### src/rtl/audio_dac_feeder_if.sv
// Stream bundle for audio_dac_feeder: L/R pair input and the two DAC channels.
// The slave modport is the feeder's view; master is the producer/AUDIO side.
interface audio_dac_feeder_if #(
  parameter int DATA_W = 16
);
  logic [DATA_W-1:0] in_left;
  logic [DATA_W-1:0] in_right;
  logic              in_valid;
  logic              in_ready;
  logic [DATA_W-1:0] to_dac_left_channel_data;
  logic              to_dac_left_channel_valid;
  logic              to_dac_left_channel_ready;
  logic [DATA_W-1:0] to_dac_right_channel_data;
  logic              to_dac_right_channel_valid;
  logic              to_dac_right_channel_ready;

  modport slave (
    input  in_left,
    input  in_right,
    input  in_valid,
    output in_ready,
    output to_dac_left_channel_data,
    output to_dac_left_channel_valid,
    input  to_dac_left_channel_ready,
    output to_dac_right_channel_data,
    output to_dac_right_channel_valid,
    input  to_dac_right_channel_ready
  );

  modport master (
    output in_left,
    output in_right,
    output in_valid,
    input  in_ready,
    input  to_dac_left_channel_data,
    input  to_dac_left_channel_valid,
    output to_dac_left_channel_ready,
    input  to_dac_right_channel_data,
    input  to_dac_right_channel_valid,
    output to_dac_right_channel_ready
  );
endinterface

### src/rtl/audio_dac_feeder.sv
// Elastic stereo FIFO feeding lockstep L/R DAC slots with underrun filler.
// Optional AUDIO_VOLUME_EN adds a Q1.7 volume gain applied at slot load.
module audio_dac_feeder #(
  parameter int DATA_W        = 16,
  parameter int FIFO_DEPTH    = 64,
  parameter int PRIME_LEVEL   = 32,
  parameter int UNDERRUN_HOLD = 0
) (
  input  logic                        clk,
  input  logic                        reset,
  audio_dac_feeder_if.slave           bus,
  input  logic                        mono,
  output logic [$clog2(FIFO_DEPTH):0] fifo_level,
  output logic [15:0]                 underrun_cnt
`ifdef AUDIO_VOLUME_EN
  ,
  input  logic [7:0]                  volume
`endif
);

  localparam int AW = $clog2(FIFO_DEPTH);
  localparam int LW = AW + 1;

  typedef enum logic {PRIME, RUN} state_t;

  state_t state, state_d;

  logic [2*DATA_W-1:0] mem [FIFO_DEPTH];
  logic [AW-1:0]       wptr, rptr;
  logic [LW-1:0]       level, level_d;
  logic                in_rdy;
  logic                wr, load, pop, underrun;
  logic                l_vld, r_vld;
  logic [DATA_W-1:0]   l_dat, r_dat;
  logic [DATA_W-1:0]   last_l, last_r;
  logic [DATA_W-1:0]   pop_l, pop_r;
  logic [DATA_W-1:0]   src_l, src_r;
  logic [DATA_W-1:0]   wr_r;

`ifdef AUDIO_VOLUME_EN
  localparam logic signed [DATA_W+8:0] SMAX =
    {10'b0, {(DATA_W-1){1'b1}}};
  localparam logic signed [DATA_W+8:0] SMIN =
    {10'h3FF, {(DATA_W-1){1'b0}}};

  function automatic logic [DATA_W-1:0] scale(
    input logic [DATA_W-1:0] s,
    input logic [7:0]        v
  );
    logic signed [DATA_W+8:0] p;
    p = (DATA_W+9)'($signed(s)) *
        (DATA_W+9)'($signed({1'b0, v}));
    p = p >>> 7;
    if (p > SMAX) return SMAX[DATA_W-1:0];
    if (p < SMIN) return SMIN[DATA_W-1:0];
    return p[DATA_W-1:0];
  endfunction
`endif

  assign bus.in_ready = in_rdy;
  assign bus.to_dac_left_channel_data   = l_dat;
  assign bus.to_dac_left_channel_valid  = l_vld;
  assign bus.to_dac_right_channel_data  = r_dat;
  assign bus.to_dac_right_channel_valid = r_vld;
  assign fifo_level = level;

  assign wr   = bus.in_valid & in_rdy;
  assign wr_r = mono ? bus.in_left : bus.in_right;

  // a pair is only loaded once both slots have drained
  assign load     = !l_vld && !r_vld;
  assign pop      = load && state == RUN && level != '0;
  assign underrun = load && state == RUN && level == '0;
  assign level_d  = level + LW'(wr) - LW'(pop);

  always_comb begin
    {pop_l, pop_r} = mem[rptr];
`ifdef AUDIO_VOLUME_EN
    pop_l = scale(pop_l, volume);
    pop_r = scale(pop_r, volume);
`endif
    src_l = '0;
    src_r = '0;
    unique case (1'b1)
      pop: begin
        src_l = pop_l;
        src_r = pop_r;
      end
      (UNDERRUN_HOLD != 0): begin
        src_l = last_l;
        src_r = last_r;
      end
      default: ;
    endcase
  end

  always_comb begin
    state_d = state;
    unique case (state)
      PRIME: if (level >= LW'(PRIME_LEVEL)) state_d = RUN;
      RUN:   if (underrun) state_d = PRIME;
    endcase
  end

  always_ff @(posedge clk) begin
    if (wr) mem[wptr] <= {bus.in_left, wr_r};
  end

  always_ff @(posedge clk or negedge reset) begin
    if (!reset) begin
      state        <= PRIME;
      wptr         <= '0;
      rptr         <= '0;
      level        <= '0;
      in_rdy       <= 1'b0;
      l_vld        <= 1'b0;
      r_vld        <= 1'b0;
      l_dat        <= '0;
      r_dat        <= '0;
      last_l       <= '0;
      last_r       <= '0;
      underrun_cnt <= '0;
    end else begin
      state  <= state_d;
      level  <= level_d;
      in_rdy <= level_d != LW'(FIFO_DEPTH);
      if (wr)  wptr <= wptr + 1'b1;
      if (pop) begin
        rptr   <= rptr + 1'b1;
        last_l <= pop_l;
        last_r <= pop_r;
      end
      if (load) begin
        l_vld <= 1'b1;
        r_vld <= 1'b1;
        l_dat <= src_l;
        r_dat <= src_r;
      end else begin
        if (bus.to_dac_left_channel_ready)  l_vld <= 1'b0;
        if (bus.to_dac_right_channel_ready) r_vld <= 1'b0;
      end
      if (underrun && underrun_cnt != 16'hFFFF)
        underrun_cnt <= underrun_cnt + 16'd1;
    end
  end

endmodule

### src/flat_wrapper.sv
// flat-port wrapper written by rule: the top's interface ports become plain ports
module audio_dac_feeder_flat 
#(
  parameter int DATA_W        = 16,
  parameter int FIFO_DEPTH    = 64,
  parameter int PRIME_LEVEL   = 32,
  parameter int UNDERRUN_HOLD = 0
)
  (clk, reset, mono, fifo_level, underrun_cnt, bus_in_left, bus_in_right, bus_in_valid, bus_in_ready, bus_to_dac_left_channel_data, bus_to_dac_left_channel_valid, bus_to_dac_left_channel_ready, bus_to_dac_right_channel_data, bus_to_dac_right_channel_valid, bus_to_dac_right_channel_ready);
  audio_dac_feeder_if #(.DATA_W(DATA_W)) bus_i ();
  input  logic clk;
  input  logic reset;
  input  logic mono;
  output logic [$clog2(FIFO_DEPTH):0] fifo_level;
  output logic [15:0] underrun_cnt;
  input wire logic [$bits(bus_i.in_left)-1:0] bus_in_left;
  input wire logic [$bits(bus_i.in_right)-1:0] bus_in_right;
  input wire logic [$bits(bus_i.in_valid)-1:0] bus_in_valid;
  output wire logic [$bits(bus_i.in_ready)-1:0] bus_in_ready;
  output wire logic [$bits(bus_i.to_dac_left_channel_data)-1:0] bus_to_dac_left_channel_data;
  output wire logic [$bits(bus_i.to_dac_left_channel_valid)-1:0] bus_to_dac_left_channel_valid;
  input wire logic [$bits(bus_i.to_dac_left_channel_ready)-1:0] bus_to_dac_left_channel_ready;
  output wire logic [$bits(bus_i.to_dac_right_channel_data)-1:0] bus_to_dac_right_channel_data;
  output wire logic [$bits(bus_i.to_dac_right_channel_valid)-1:0] bus_to_dac_right_channel_valid;
  input wire logic [$bits(bus_i.to_dac_right_channel_ready)-1:0] bus_to_dac_right_channel_ready;
  assign bus_i.in_left = bus_in_left;
  assign bus_i.in_right = bus_in_right;
  assign bus_i.in_valid = bus_in_valid;
  assign bus_in_ready = bus_i.in_ready;
  assign bus_to_dac_left_channel_data = bus_i.to_dac_left_channel_data;
  assign bus_to_dac_left_channel_valid = bus_i.to_dac_left_channel_valid;
  assign bus_i.to_dac_left_channel_ready = bus_to_dac_left_channel_ready;
  assign bus_to_dac_right_channel_data = bus_i.to_dac_right_channel_data;
  assign bus_to_dac_right_channel_valid = bus_i.to_dac_right_channel_valid;
  assign bus_i.to_dac_right_channel_ready = bus_to_dac_right_channel_ready;
  audio_dac_feeder #(.DATA_W(DATA_W), .FIFO_DEPTH(FIFO_DEPTH), .PRIME_LEVEL(PRIME_LEVEL), .UNDERRUN_HOLD(UNDERRUN_HOLD)) u_core (.clk(clk), .reset(reset), .bus(bus_i), .mono(mono), .fifo_level(fifo_level), .underrun_cnt(underrun_cnt));
endmodule
### config.mk
export PLATFORM = sky130hd
export DESIGN_NAME = audio_dac_feeder_flat
export DESIGN_NICKNAME = d
export VERILOG_FILES = /design/src/rtl/audio_dac_feeder_if.sv /design/src/rtl/audio_dac_feeder.sv /design/src/flat_wrapper.sv
export SDC_FILE = /design/constraint.sdc
export NUM_CORES = 2
export LEC_CHECK = 0
export ABC_AREA = 0
export ABC_CLOCK_PERIOD_IN_PS = 7900
export CAP_MARGIN = 20
export CORE_MARGIN = 2
export CORE_UTILIZATION = 23
export CTS_CLUSTER_SIZE = 30
export DETAILED_ROUTE_END_ITERATION = 6
export GPL_TIMING_DRIVEN = 0
export PLACE_DENSITY = 0.47
export SYNTH_ARGS = -nofsm -noshare
export SYNTH_HDL_FRONTEND = slang
export SYNTH_SLANG_ARGS = --single-unit
### constraint.sdc
create_clock -name clk -period 7.9 [get_ports clk]
set_input_delay 2.37 -clock clk [delete_from_list [all_inputs] [get_ports clk]]
set_output_delay 2.37 -clock clk [all_outputs]
set_load 0.01 [all_outputs]
==> results.toml <==
[status]
status = "finished clean"

[timing]
worstMarginPinSlew_ns = 1.291
setup_viol = 0
min_period_ns = 5.424
hold_violations = 0
fmax_mhz = 184.3
rsz0062_at_grt = "no"
fin_skew_ns = 0.1016
slew_headroom_pct = 13.97
tns_ns = 0
drv_slew = 0
post-route-period-util_pct = 68.66

[drt]
ant_nets = 0
drt-initial-drc-count = 6072
drt_wl_total_um = 310200
via_count = 44139
wl_per_cell_um = 33.66
firstDrtPassIters = 6
drc = 0
avgViaCountPerCell = 4.789

[power]
power.clock.fraction_pct = 29.3
sw_frac_of_total_pct = 34.49
total_leakage_power_nw = 31.42
intPower_mw = 22.82
finalPower_mw = 34.84
power_frac_seq_pct = 37.8
power_density_nw_per_um2 = 347.1
power_switching_mw = 12.02
vdd.ir_drop.worst_uv = 264.9
combPwrFrac_pct = 32.9

[final_layout]
multi_input_area_sq_um = 17720
fillerInstances = 34872
syn_to_final_growth_pct = 22.48
regArea_sq_um = 63280
fin_nets = 4324
drive_above_1_share_pct = 27.34

[critical_path]
cp-start-kind = "input port"
path_class = "input port to flop"
reg2reg_slack_ns = 3.42
worst-r2r-cell-count = 10
arrival_ns = 6.00
r2r_start = "u_core.rptr[1]"
critPathMaxFanout = 8
r2r_end = "u_core.bus.to_dac_right_channel_data[2]"
cp.required_ns = 8.47
cp-end-kind = "flop"

[place]
gp_congestion = 0.8114
hpwl_um = 218100
io_buffers = 94

[clock_tree]
clkLatencyLatePin_ns = 0.90
cts_num_sinks = 2119
cts.clk_slew.worst_paths_ns = 0.06
post-cts-setup-buffers = 0
htree_levels = 4
cts_tree = "done"
cts_made_buffers = 220
cts-root-buf = "clkbuf_16"
cts_hold_buffers = 0
cts_buffer_depth = 3
cts_resized = 0

[floorplanning]
num_rows = 219
ios = 96
die-area_sq_um = 361100
initial_utilization_pct = 23.06
core_area_sq_um = 355400
die_w_um = 600.9
chipHeight_um = 600.9

[grt]
grt_pass1_wl_um = 406300
grt_pass1_vias = 43502
track_usage_pct = 16.72
grt_overflow_total = 0
antenna_found_initial = 28
grt_max_degree = 65

[logic_synthesis]
yosysWarnings = 0
synth_cell_types = 66
syn_avg_cell_area_sq_um = 21.87
synthArstFlopShare_pct = 3.351
synth_nets = 3800
synth_ff_type = "edfxtp_1"
synth_top_cell_area_share_pct = 75.04
synth-seq-cells = 2119
synth_cells = 3747
synth_edf_count = 2048
synth_area_leaders = "edfxtp_1, mux4_2, mux2i_1"
ys_seq_area_share_pct = 77.21
netlist.top_cell.by_area = "edfxtp_1"
synth_area_sq_um = 81950

[hold_path]
worstHoldStart = "u_core.underrun_cnt[11]"
min_to = "u_core.underrun_cnt[11]"
hold_path_depth = 1
hold_path.class = "flop to flop"

[job]
drv_cap = 0
flip-flops by register name, indices dropped and copies added, names as in the netlist:
signal / count
u_core.bus.to_dac_right_channel_valid: 1
u_core.bus.in_ready: 1
u_core.rptr: 6
u_core.wptr: 6
u_core.bus.to_dac_left_channel_data: 16
u_core.underrun_cnt: 16
u_core.state: 1
u_core.bus.to_dac_left_channel_valid: 1
u_core.fifo_level: 7
u_core.mem: 2048
u_core.bus.to_dac_right_channel_data: 16
worst max-delay path: stages:
cell and delay, ns:
clkdlybuf4s50_1 0.47, nand2_1 0.27, clkinv_1 0.32, nand4b_1 0.76
nor4_2 0.89, buf_4 0.29, buf_4 0.20, buf_4 0.20
buf_4 0.19
cells in the final DEF (no fill, tap or decap), types with 11 or more instances in the layout:
| cell type | count |
|---|---|
| clkinv_2 | 34 |
| buf_4 | 45 |
| nand2b_1 | 13 |
| nor2_4 | 62 |
| clkbuf_16 | 221 |
| clkbuf_1 | 126 |
| buf_2 | 72 |
| buf_16 | 35 |
| nand2_1 | 35 |
| mux4_1 | 15 |
| a22oi_1 | 16 |
| nor3_1 | 11 |
| ha_1 | 14 |
| xnor2_1 | 23 |
| buf_12 | 137 |
| mux4_2 | 422 |
| clkinv_1 | 53 |
| dfrtp_1 | 71 |
| a21oi_1 | 46 |
| a221oi_1 | 16 |
| buf_6 | 36 |
| clkdlybuf4s50_1 | 77 |
| a211oi_1 | 40 |
| o22ai_1 | 64 |
| nor2_1 | 37 |
| nor2b_1 | 22 |
| inv_1 | 17 |
| o21ai_0 | 60 |
| mux2_2 | 55 |
| nand3_1 | 24 |
| mux2i_1 | 270 |
| o221ai_1 | 31 |
| a221o_1 | 17 |
| edfxtp_1 | 2048 |
| buf_8 | 27 |
| bufinv_16 | 14 |
cells by family (layout without fill, tap and decap cells):
group           Yosys count  after routing  synth area share, %
simple gates            255            255                1.521
mux                     762            762                16.13
compound gates          338            338                2.857
fa+ha+maj                15             15               0.2382
other cells               0              8                    0
xor+xnor                 27             27               0.2885
buf+inv                 231            942                1.754
flops                  2119           2119                77.21
metrics by stage:
step | cells | cell area (sq um) | util [%] | hold WS (ns) | worst slack [ns]
5_1_grt | 9211 | 100400 | 28.24 | 0.5251 | 2.496
3_3_place_gp | 8592 | 88840 | 25.00 | 0.4760 | -8.070
2_1_floorplan | 3747 | 81950 | - | 0.4841 | 1.378
3_5_place_dp | 8792 | 93180 | 26.22 | 0.4833 | 1.696
4_1_cts | 9201 | 100200 | 28.19 | 0.4979 | 2.616
6_report | 9217 | 100400 | 28.24 | 0.4999 | 2.476
cell usage after synthesis (35+ instances only):
cell / number
nor2_1: 99
mux4_2: 422
o21ai_0: 60
nand2_1: 35
o22ai_1: 64
clkbuf_1: 77
mux2i_1: 270
mux2_2: 55
buf_6: 35
edfxtp_1: 2048
dfrtp_1: 71
buf_2: 54
a211oi_1: 41
a21oi_1: 46
final cells by class:
cell class                      instances  share of cell area (%)
Inverter                               18                 0.06731
Buffer                                213                   1.379
Sequential cell                      2119                   63.04
Clock inverter                        121                   1.148
Tap cell                             4751                   5.922
Timing Repair Buffer                  302                   4.918
Antenna cell                            8                 0.01994
Multi-Input combinational cell       1397                   17.66
Clock buffer                          288                   5.850
power by group through the flow:
stage | registers, mW | logic [mW] | clock network, mW
6_report | 13.2 | 11.5 | 10.2
5_1_grt | 13.2 | 11.8 | 10.8
4_1_cts | 13.2 | 11.4 | 10.3
3_5_place_dp | 13.4 | 11.4 | 0
3_3_place_gp | 13.5 | 10.9 | 0
2_1_floorplan | 13.3 | 6.07 | 0
worst max path at each step:
stage | start | end | slack [ns] | depth (start not counted)
floorplan | bus_in_valid | u_core.mem[40][0] | 1.38 | 4
global placement | bus_in_valid | u_core.mem[48][1] | -8.07 | 5
detailed placement | bus_in_valid | u_core.mem[40][14] | 1.70 | 9
CTS | bus_in_valid | u_core.mem[40][0] | 2.62 | 9
global route | bus_in_valid | u_core.mem[40][14] | 2.50 | 9
finish | bus_in_valid | u_core.mem[40][0] | 2.48 | 9
layer usage:
layer,up-vias,GRT usage (%),wire length (um)
met5,-,0,72
met4,12,5.539,11250
met3,474,3.460,26680
met2,2393,27.23,146800
met1,24375,22.18,125500
li1,16885,-,-
No activity file was read; power rests on OpenSTA's default activity.
